--- src/rtl/store_unit.sv ---
// Store path between the core and a word-wide synchronous data RAM.
// Handles sw directly and sb/sh by read-modify-write; rejects misaligned or illegal stores.
module store_unit #(
    parameter int ADDR_WIDTH = 14
) (
    input  logic                  clk,
    input  logic                  reset,
    input  logic                  req,
    input  logic [2:0]            funct3,
    input  logic [31:0]           addr,
    input  logic [31:0]           store_data,
    output logic                  stall,
    output logic                  done,
    output logic                  err,
    output logic [ADDR_WIDTH-1:0] mem_addr,
    output logic                  mem_we,
    output logic [31:0]           mem_wdata,
    input  logic [31:0]           mem_rdata
);

    localparam logic [2:0] F_SB = 3'b000;
    localparam logic [2:0] F_SH = 3'b001;
    localparam logic [2:0] F_SW = 3'b010;

    typedef enum logic [2:0] {
        S_IDLE,
        S_READ,
        S_MERGE,
        S_WRITE,
        S_DONE
    } state_t;

    state_t                r_state;
    logic [2:0]            r_funct3;
    logic [1:0]            r_lane;
    logic [15:0]           r_data;
    logic                  r_err_q;
    logic                  r_done;
    logic                  r_err;
    logic                  r_mem_we;
    logic [ADDR_WIDTH-1:0] r_mem_addr;
    logic [31:0]           r_mem_wdata;

    logic                  w_req_err;
    logic                  w_unused_addr_hi;

    // The RAM is word-addressed; address bits above the RAM depth are deliberately ignored.
    assign w_unused_addr_hi = ^addr[31:ADDR_WIDTH+2];

    function automatic logic f_is_err(input logic [2:0] f3, input logic [1:0] lo);
        case (f3)
            F_SB:    return 1'b0;
            F_SH:    return lo[0];
            F_SW:    return (lo != 2'b00);
            default: return 1'b1;
        endcase
    endfunction

    // Little-endian lane replacement; bits outside the stored lane keep their RAM value.
    function automatic logic [31:0] f_merge(input logic [31:0] old, input logic [15:0] data,
                                            input logic [2:0] f3, input logic [1:0] lane);
        logic [31:0] w;
        w = old;
        if (f3 == F_SH) begin
            if (lane[1]) w[31:16] = data;
            else         w[15:0]  = data;
        end else begin
            case (lane)
                2'd0: w[7:0]   = data[7:0];
                2'd1: w[15:8]  = data[7:0];
                2'd2: w[23:16] = data[7:0];
                2'd3: w[31:24] = data[7:0];
                default: w = old;
            endcase
        end
        return w;
    endfunction

    assign w_req_err = f_is_err(funct3, addr[1:0]);

    // The core must freeze in the very cycle it raises req, hence the combinational IDLE term.
    assign stall     = (r_state == S_IDLE) ? req : (r_state != S_DONE);
    assign done      = r_done;
    assign err       = r_err;
    assign mem_we    = r_mem_we;
    assign mem_addr  = r_mem_addr;
    assign mem_wdata = r_mem_wdata;

    always_ff @(posedge clk or negedge reset) begin
        if (!reset) begin
            r_state     <= S_IDLE;
            r_funct3    <= 3'b000;
            r_lane      <= 2'b00;
            r_data      <= 16'h0000;
            r_err_q     <= 1'b0;
            r_done      <= 1'b0;
            r_err       <= 1'b0;
            r_mem_we    <= 1'b0;
            r_mem_addr  <= '0;
            r_mem_wdata <= 32'h0000_0000;
        end else begin
            r_done   <= 1'b0;
            r_err    <= 1'b0;
            r_mem_we <= 1'b0;
            case (r_state)
                S_IDLE: begin
                    if (req) begin
                        r_funct3   <= funct3;
                        r_lane     <= addr[1:0];
                        r_data     <= store_data[15:0];
                        r_err_q    <= w_req_err;
                        r_mem_addr <= addr[ADDR_WIDTH+1:2];
                        if (w_req_err) begin
                            r_state <= S_DONE;
                            r_done  <= 1'b1;
                            r_err   <= 1'b1;
                        end else if (funct3 == F_SW) begin
                            r_state     <= S_WRITE;
                            r_mem_we    <= 1'b1;
                            r_mem_wdata <= store_data;
                        end else begin
                            r_state <= S_READ;
                        end
                    end
                end
                S_READ: begin
                    r_state <= S_MERGE;
                end
                S_MERGE: begin
                    r_mem_wdata <= f_merge(mem_rdata, r_data, r_funct3, r_lane);
                    r_mem_we    <= 1'b1;
                    r_state     <= S_WRITE;
                end
                S_WRITE: begin
                    r_done  <= 1'b1;
                    r_err   <= r_err_q;
                    r_state <= S_DONE;
                end
                S_DONE: begin
                    r_state <= S_IDLE;
                end
                default: begin
                    r_state <= S_IDLE;
                end
            endcase
        end
    end

endmodule

--- config.mk ---
export PLATFORM = sky130hd
export DESIGN_NAME = store_unit
export DESIGN_NICKNAME = d
export VERILOG_FILES = /design/src/rtl/store_unit.sv
export SDC_FILE = /design/constraint.sdc
export NUM_CORES = 1
export LEC_CHECK = 0
export ABC_AREA = 1
export ABC_CLOCK_PERIOD_IN_PS = 1700
export BUFFER_PORTS_ARGS = -buffer_cell sky130_fd_sc_hd__buf_2
export CAP_MARGIN = 10
export CELL_PAD_IN_SITES_DETAIL_PLACEMENT = 1
export CELL_PAD_IN_SITES_GLOBAL_PLACEMENT = 1
export CORE_AREA = 2 2 119 121
export DETAILED_ROUTE_END_ITERATION = 12
export DIE_AREA = 0 0 121 123
export GPL_TIMING_DRIVEN = 0
export PLACE_DENSITY_LB_ADDON = 0.1
export SLEW_MARGIN = 0
export SYNTH_ARGS = -nofsm -noshare
export SYNTH_HDL_FRONTEND = slang
export SYNTH_SLANG_ARGS = --single-unit
--- constraint.sdc ---
create_clock -name clk -period 1.7 [get_ports clk]
set_input_delay 0.255 -clock clk [delete_from_list [all_inputs] [get_ports clk]]
set_output_delay 0.255 -clock clk [all_outputs]
set_load 0.03 [all_outputs]
==> results of run 1 <==
[cells in the final DEF (no fill, tap or decap), types with 2 or more instances in the layout]
master and count:
clkbuf_2 14, o21ai_0 24, nand2_2 5, a21oi_1 3, dfrtp_1 73, nor2_4 2
nor2_1 2, nand3_1 125, clkbuf_16 9, clkinvlp_4 2, inv_2 2, nand2_1 368
inv_1 59, buf_6 5, buf_2 147, clkbuf_1 3, buf_4 15, inv_6 2
[layer usage]
metal | part of all wire, % | vias up | wire length (um) | GRT usage [%]
li1 | - | 2516 | - | -
met1 | 45 | 2404 | 7573 | 30.62
met4 | 1.2 | 0 | 204 | 8.140
met3 | 4.9 | 17 | 823 | 3.229
met5 | 0 | - | 0 | 0
met2 | 49 | 122 | 8211 | 39.26
[cell usage after synthesis]
cell        n  area share [%]
clkinv_1    1           0.083
a21oi_1     3            0.33
buf_4       6             1.0
nand3_1   125              14
inv_1      61             5.1
clkbuf_1   18             1.5
buf_2      16             1.8
nor3_1      1            0.11
dfrtp_1    74              41
buf_6       2            0.50
inv_2       1           0.083
nor2_2      2            0.28
o211ai_1    1            0.17
o21ai_0    24             2.7
nor2_1      3            0.25
nor3_4      1            0.36
nand2_1   372              31
nand2_2     2            0.28
[path summary, 6_finish.rpt]
check / from / slack, ns / depth (start not counted) / to
max in group asynchronous: reset / 0.73 / 3 / r_state[0]
hold reg to reg: mem_addr[8] / 0.47 / 2 / mem_addr[8]
setup / recovery: r_state[0] / 0.08 / 6 / stall
setup reg to reg: r_state[0] / 0.09 / 8 / mem_wdata[21]
min in group asynchronous: reset / 0.39 / 2 / mem_wdata[28]
hold / removal: addr[13] / 0.11 / 3 / mem_addr[11]
[stage by stage]
step	hold slack [ns]	util (%)	setup TNS, ns	total power [mW]	area (um2)
after floorplan	-0.04059	-	0	7.480	4526
after global routing	0.1186	43.17	-0.2157	12.65	5877
after detailed placement	0.2152	40.09	-1.828	9.590	5456
after global placement	0.4516	39.87	-15.02	9.393	5426
final	0.1080	43.17	0	11.66	5877
after CTS	0.09887	42.83	0	11.69	5831
[sequential cells by signal, indices dropped and copies added (netlist names), 2 cells and up]
register and cells:
mem_addr 14, mem_wdata 32, r_data 16, r_funct3 3
r_lane 2, r_state 3
[cells by family (layout without fill, tap and decap cells)]
group                  count (synthesis)  count (layout)  share of synthesized area, %
flip-flops                            74              74                         40.92
AO/OA/AOI/OAI                         28              28                         3.152
buffers and inverters                105             265                         9.980
AND/OR/NAND/NOR                      506             506                         45.95
[what timing repair did]
action / 4_1_cts / 5_1_grt
pin swaps: 3 / 2
hold buffers: 1 / 0
hold endpoints to repair: 28 / 0
gates resized for setup: 15 / 31
buffers inserted: 8 / 1
cloned: 0 / 0
setup endpoints to repair: 31 / 34
[power by group]
group | total (mW) | internal (mW) | switching, mW | leakage (nW)
Clock | 1.82 | 1.03 | 0.787 | 0.132
Sequential | 3.12 | 2.59 | 0.530 | 0.923
Combinational | 6.72 | 2.08 | 4.64 | 2.43
[layout make-up]
cell class	count	area share [%]
Inverter	63	4.109
Buffer	40	4.045
Timing Repair Buffer	146	13.43
Tap cell	180	3.832
Sequential cell	74	31.53
Multi-Input combinational cell	534	38.28
Clock inverter	5	0.6387
Clock buffer	11	4.130
[worst min-delay path: cells and delay by family]
family,cells,cell delay [ns]
buffers and inverters,1,0.07
AND/OR/NAND/NOR,2,0.09
==> run_results.csv, run 1 <==
group,metric,value,unit
clock_tree,cts_buffers,9,
timing,timing.final.ws_setup,0.07977,ns
worst_setup_path,critical_path.top_delay_family,"flip-flops",
die,die_h,123,um
worst_setup_path,cp.arrival,1.37,ns
global_route,first_global_vias,5337,
power_and_ir_drop,vdd_drop_max,0.8865,mV
worst_setup_path,cp-start-kind,"flop",
placed_design,placedCellCount,1029,
worst_setup_path,crit_path_end_kind,"primary output",
die,die_area,14880,um2
worst_setup_path,path_cells,"nor2_4 > nand2_2 > nor2_4 > inv_6 > nand2_1 > buf_6",
die,fp.dieW,121,um
yosys,synth_cell_types,18,
timing,rsz0062_at_grt,"true",
global_route,grt.overflow.total,0,
die,core,13610,um2
timing,setup_viol,0,
global_route,grt_pass1_wl,26.76,mm
global_route,grt_usage,23.27,%
yosys,synth_nets,815,
yosys,yosysSeqAreaShare,40.92,%
die,ioPinCount,152,
timing,clock_skew,0.01112,ns
global_route,grt_antenna_before_repair,0,
timing,finalHoldViolCount,0,
worst_setup_path,path_class,"reg -> out",
layout,area_growth,29.86,%
worst_setup_path,path_max_fanout,4,
layout,drive_gt1_share,24.28,%
placed_design,port-buffer-count,135,
yosys,syn_avg_cell_area,6.347,um2
drt,drc,0,
clock_tree,clock_sinks,74,
placed_design,routabilityCongestion,0.8893,
drt,ant_nets,0,
global_route,grt_max_degree,47,
yosys,syn_inst,713,
timing,min_period,1.620,ns
layout,stdcell_count,1053,
min_path,hold_class,"in -> reg",
status,status,"finished clean",
drt,drtPass1Iterations,4,
worst_setup_path,crit_buf_inv,2,
drt,drtIter0Drc,209,
clock_tree,cts-root-buf,"clkbuf_16",
placed_design,dp_hpwl,12.87,mm
drt,drt_wl_total,16.81,mm
drt,wl_per_cell,15.97,um
layout,num_antenna_cells,0,
timing,max_slew.worst_pin.slew,0.5476,ns
yosys,ys_seq_elements,74,
drt,vias,5059,
timing,drv_slew,0,
drt,viasPerCell,4.804,
die,initial_core_util,33.25,%
worst_setup_path,max_stage_delay,0.44,ns
placed_design,pre_cts_ws,-0.1497,ns
power_and_ir_drop,power_leakage,3.483,nW
power_and_ir_drop,power_density,1985,nW/um2
clock_tree,clock_latency,0.34,ns
worst_setup_path,crit_required,1.44,ns
worst_setup_path,cpMaxStageDelayCell,"dfrtp_2",
layout,multi_input_comb_area,2250,um2
clock_tree,htree_num_levels,3,
layout,nets,970,
clock_tree,clk_pin_slew,0.06,ns
timing,period_share,95.31,%
layout,seqCellArea,1853,um2
timing,relSlewSlack,63.36,%
worst_setup_path,cpMostUsedCell,"nor2_4",
die,num_rows,43,
layout,fillCellCount,1840,
yosys,yosysWarnings,0,
timing,max_freq,617.2,MHz
yosys,synth.cell_area,4526,um2
clock_tree,cts_tree,"done",
clock_tree,clock_path_buffers,2,
run,max_cap_viol_count,0,
Note: power is estimated with default switching activity, not from simulation.
==> run 2: changes to the inputs <==
--- a/config.mk
+++ b/config.mk
@@ -5,15 +5,14 @@
 export SDC_FILE = /design/constraint.sdc
 export NUM_CORES = 1
 export LEC_CHECK = 0
-export ABC_AREA = 1
 export ABC_CLOCK_PERIOD_IN_PS = 1700
-export BUFFER_PORTS_ARGS = -buffer_cell sky130_fd_sc_hd__buf_2
+export BUFFER_PORTS_ARGS = -buffer_cell sky130_fd_sc_hd__buf_4
 export CAP_MARGIN = 10
 export CELL_PAD_IN_SITES_DETAIL_PLACEMENT = 1
 export CELL_PAD_IN_SITES_GLOBAL_PLACEMENT = 1
-export CORE_AREA = 2 2 119 121
+export CORE_AREA = 2 2 106 108
 export DETAILED_ROUTE_END_ITERATION = 12
-export DIE_AREA = 0 0 121 123
+export DIE_AREA = 0 0 108 110
 export GPL_TIMING_DRIVEN = 0
 export PLACE_DENSITY_LB_ADDON = 0.1
 export SLEW_MARGIN = 0
==> run 2 against run 1 <==
Effect of this change: the flow now finishes with violations (setup timing); maximum frequency shrank 9.0%; count of clock-buffer cells in the layout unchanged; synthesized area down 18%; non-clock buffer count fell by 3; synthesized cell count shrank 51%; clock skew increased by 0.0046 ns; critical path type is now reg -> reg; critical endpoint is now mem_wdata[26]; largest cell class is now registers.
==> run_results.csv, run 2 <==
group,metric,value,unit
die,die_area,11880,um2
timing,max_freq,561.4,MHz
die,initial_core_util,34.67,%
timing,drv_slew,0,
drt,drt_wl_total,12.51,mm
timing,hold_slack,0.03378,ns
timing,timing.final.ws_setup,-0.08141,ns
clock_tree,cts-root-buf,"clkbuf_8",
drt,viasPerCell,5.150,
layout,fillCellCount,1208,
layout,multi_input_comb_area,1780,um2
layout,stdcell_count,660,
power_and_ir_drop,vdd_drop_max,0.7504,mV
power_and_ir_drop,p_comb_share,55.3,%
placed_design,placedCellCount,621,
yosys,synthTopCellsByArea,"dfrtp_1 50%, mux2_2 10%, mux2i_1 8.6%",
worst_setup_path,cp.arrival,2.04,ns
timing,min_period,1.781,ns
placed_design,routabilityCongestion,0.7785,
yosys,yosysTopAreaCell,"dfrtp_1",
drt,wl_per_cell,18.95,um
global_route,grt_antenna_before_repair,0,
power_and_ir_drop,power_density,2000,nW/um2
clock_tree,clk_pin_slew,0.09,ns
placed_design,pre_cts_ws,-0.3340,ns
worst_setup_path,cp-start-kind,"flop",
placed_design,place_area,4902,um2
status,status,"complete, but fails checks",
clock_tree,clock_path_buffers,2,
drt,ant_nets,0,
worst_setup_path,path_class,"reg -> reg",
layout,nets,617,
power_and_ir_drop,p_int,6.385,mW
drt,drtPass1Iterations,4,
power_and_ir_drop,p_seq_share,30.3,%
yosys,synth_cell_types,33,
global_route,first_global_vias,3507,
global_route,grt_pass1_wl,18.71,mm
die,num_rows,38,
global_route,grt.overflow.total,0,
yosys,yosysSeqAreaShare,49.93,%
yosys,async_flop_share,100.0,%
power_and_ir_drop,swShare,42.34,%
clock_tree,clock_latency,0.36,ns
layout,seqCellArea,1856,um2
power_and_ir_drop,pwr-share-clk,14.4,%
timing,finalHoldViolCount,0,
timing,clock_skew,0.01570,ns
yosys,yosysWarnings,0,
clock_tree,htree_num_levels,3,
die,ioPinCount,152,
power_and_ir_drop,p_total,11.07,mW
die,core,10700,um2
timing,period_share,104.8,%
timing,rsz0062_at_grt,"true",
global_route,grt_max_degree,75,
drt,drc,0,
worst_setup_path,crit_required,1.96,ns
timing,tns,-1.305,ns
worst_setup_path,path_max_fanout,5,
power_and_ir_drop,power_leakage,2.622,nW
drt,drtIter0Drc,85,
yosys,synth.cell_area,3709,um2
timing,max_slew.worst_pin.slew,0.9560,ns
yosys,synth-main-ff-cell,"dfrtp_1",
yosys,syn_avg_cell_area,10.72,um2
layout,postLayoutCoreUtil,51.75,%
worst_setup_path,crit_path_end_kind,"flop",
timing,setup_viol,30,
yosys,ys_seq_elements,74,
layout,largest_reg_flops,32,
placed_design,dp_hpwl,8.657,mm
placed_design,port-buffer-count,135,
clock_tree,cts_buffers,9,
layout,layout_commonest_cell,"buf_4",
min_path,hold_class,"in -> async",
timing,relSlewSlack,36.27,%
yosys,yosysMostFrequentCell,"dfrtp_1",
yosys,synth_commonest_cells,"74 x dfrtp_1, 53 x nand2_1, 34 x mux2_2",
die,die_h,110,um
power_and_ir_drop,p_switching,4.689,mW
layout,finish.instance_area,5537,um2
drt,vias,3399,
yosys,synth.top_cell.area_share,49.93,%
layout,drive_gt1_share,49.81,%
layout,final_cell_mix,"150 x buf_4, 71 x dfrtp_1, 48 x nand2_1",
run,max_cap_viol_count,0,
global_route,grt_usage,20.94,%
yosys,syn_inst,346,
clock_tree,cts_tree,"done",
layout,num_antenna_cells,0,
layout,area_growth,49.29,%
yosys,synth_nets,448,
status,failed_checks,"setup timing",
clock_tree,clock_sinks,74,
yosys,synth-edff-count,0,
die,fp.dieW,108,um
run 2: cell types whose count changed after synthesis, moves of 10 or more:
| cell | before | now |
|---|---|---|
| a32o_1 | 0 | 16 |
| clkbuf_1 | 18 | 8 |
| inv_1 | 61 | 2 |
| mux2_2 | 0 | 34 |
| mux2i_1 | 0 | 32 |
| nand2_1 | 372 | 53 |
| nand3_1 | 125 | 16 |
| nor2_1 | 3 | 19 |
| nor3_1 | 1 | 33 |
| o211ai_1 | 1 | 16 |
| o21ai_0 | 24 | 5 |
run 2: cells by family (layout without fill, tap and decap cells):
kind of cell,count (synthesis),after routing,synth area share [%]
buffers and inverters,27,201,3.779
AOI/OAI and AO/OA,44,44,9.953
and+or+nand+nor,135,135,17.38
DFF,74,74,49.93
muxes,66,66,18.96
run 2: final cells by class:
class | count | share of cell area (%)
multi-input combinational | 245 | 32.16
clock buffer | 11 | 2.554
timing repair buffer | 162 | 23.46
clock inverter | 5 | 1.559
inverter | 2 | 0.1356
buffer | 21 | 3.458
tap | 140 | 3.164
sequential | 74 | 33.51
run 2: worst paths after layout:
path / from / to / slack (ns) / cells past startpoint
max: r_state[2] / mem_wdata[26] / -0.08 / 8
min: reset / mem_addr[9] / 0.03 / 1
max reg2reg: r_state[2] / mem_wdata[26] / -0.08 / 8
min reg2reg: mem_addr[4] / mem_addr[4] / 0.52 / 1
max in group asynchronous: reset / r_state[0] / 0.99 / 1
min in group clk: funct3[2] / r_state[0] / 0.11 / 2
run 2: metal layers:
metal	wire length (um)	vias to the layer above	track usage [%]
met5	0	-	0
met4	153	0	6.685
met3	736	11	4.174
met2	6156	104	34.86
met1	5460	1692	27.57
li1	-	1592	-
run 2: critical path, stage by stage (launching register included):
cell and delay, ns:
dfrtp_2 0.46, nor4b_4 0.31, buf_4 0.18, and4_1 0.21, buf_6 0.13, buf_12 0.11
buf_8 0.11, nor3_1 0.04, nor3_1 0.14
run 2: power by group through the flow:
stage | clock network, mW | registers, mW | logic (mW)
finish | 1.59 | 3.35 | 6.13
global route | 1.69 | 3.46 | 6.58
CTS | 1.63 | 3.35 | 5.96
detailed placement | 0 | 3.39 | 5.55
global placement | 0 | 3.35 | 5.42
floorplan | 0 | 4.33 | 2.60
run 2: repair_timing:
item	in CTS	in global routing
buffers inserted	17	8
hold buffers	0	0
cloned	2	0
endpoints found under the setup margin	64	60
pin swaps	9	14
gates resized for setup	31	46
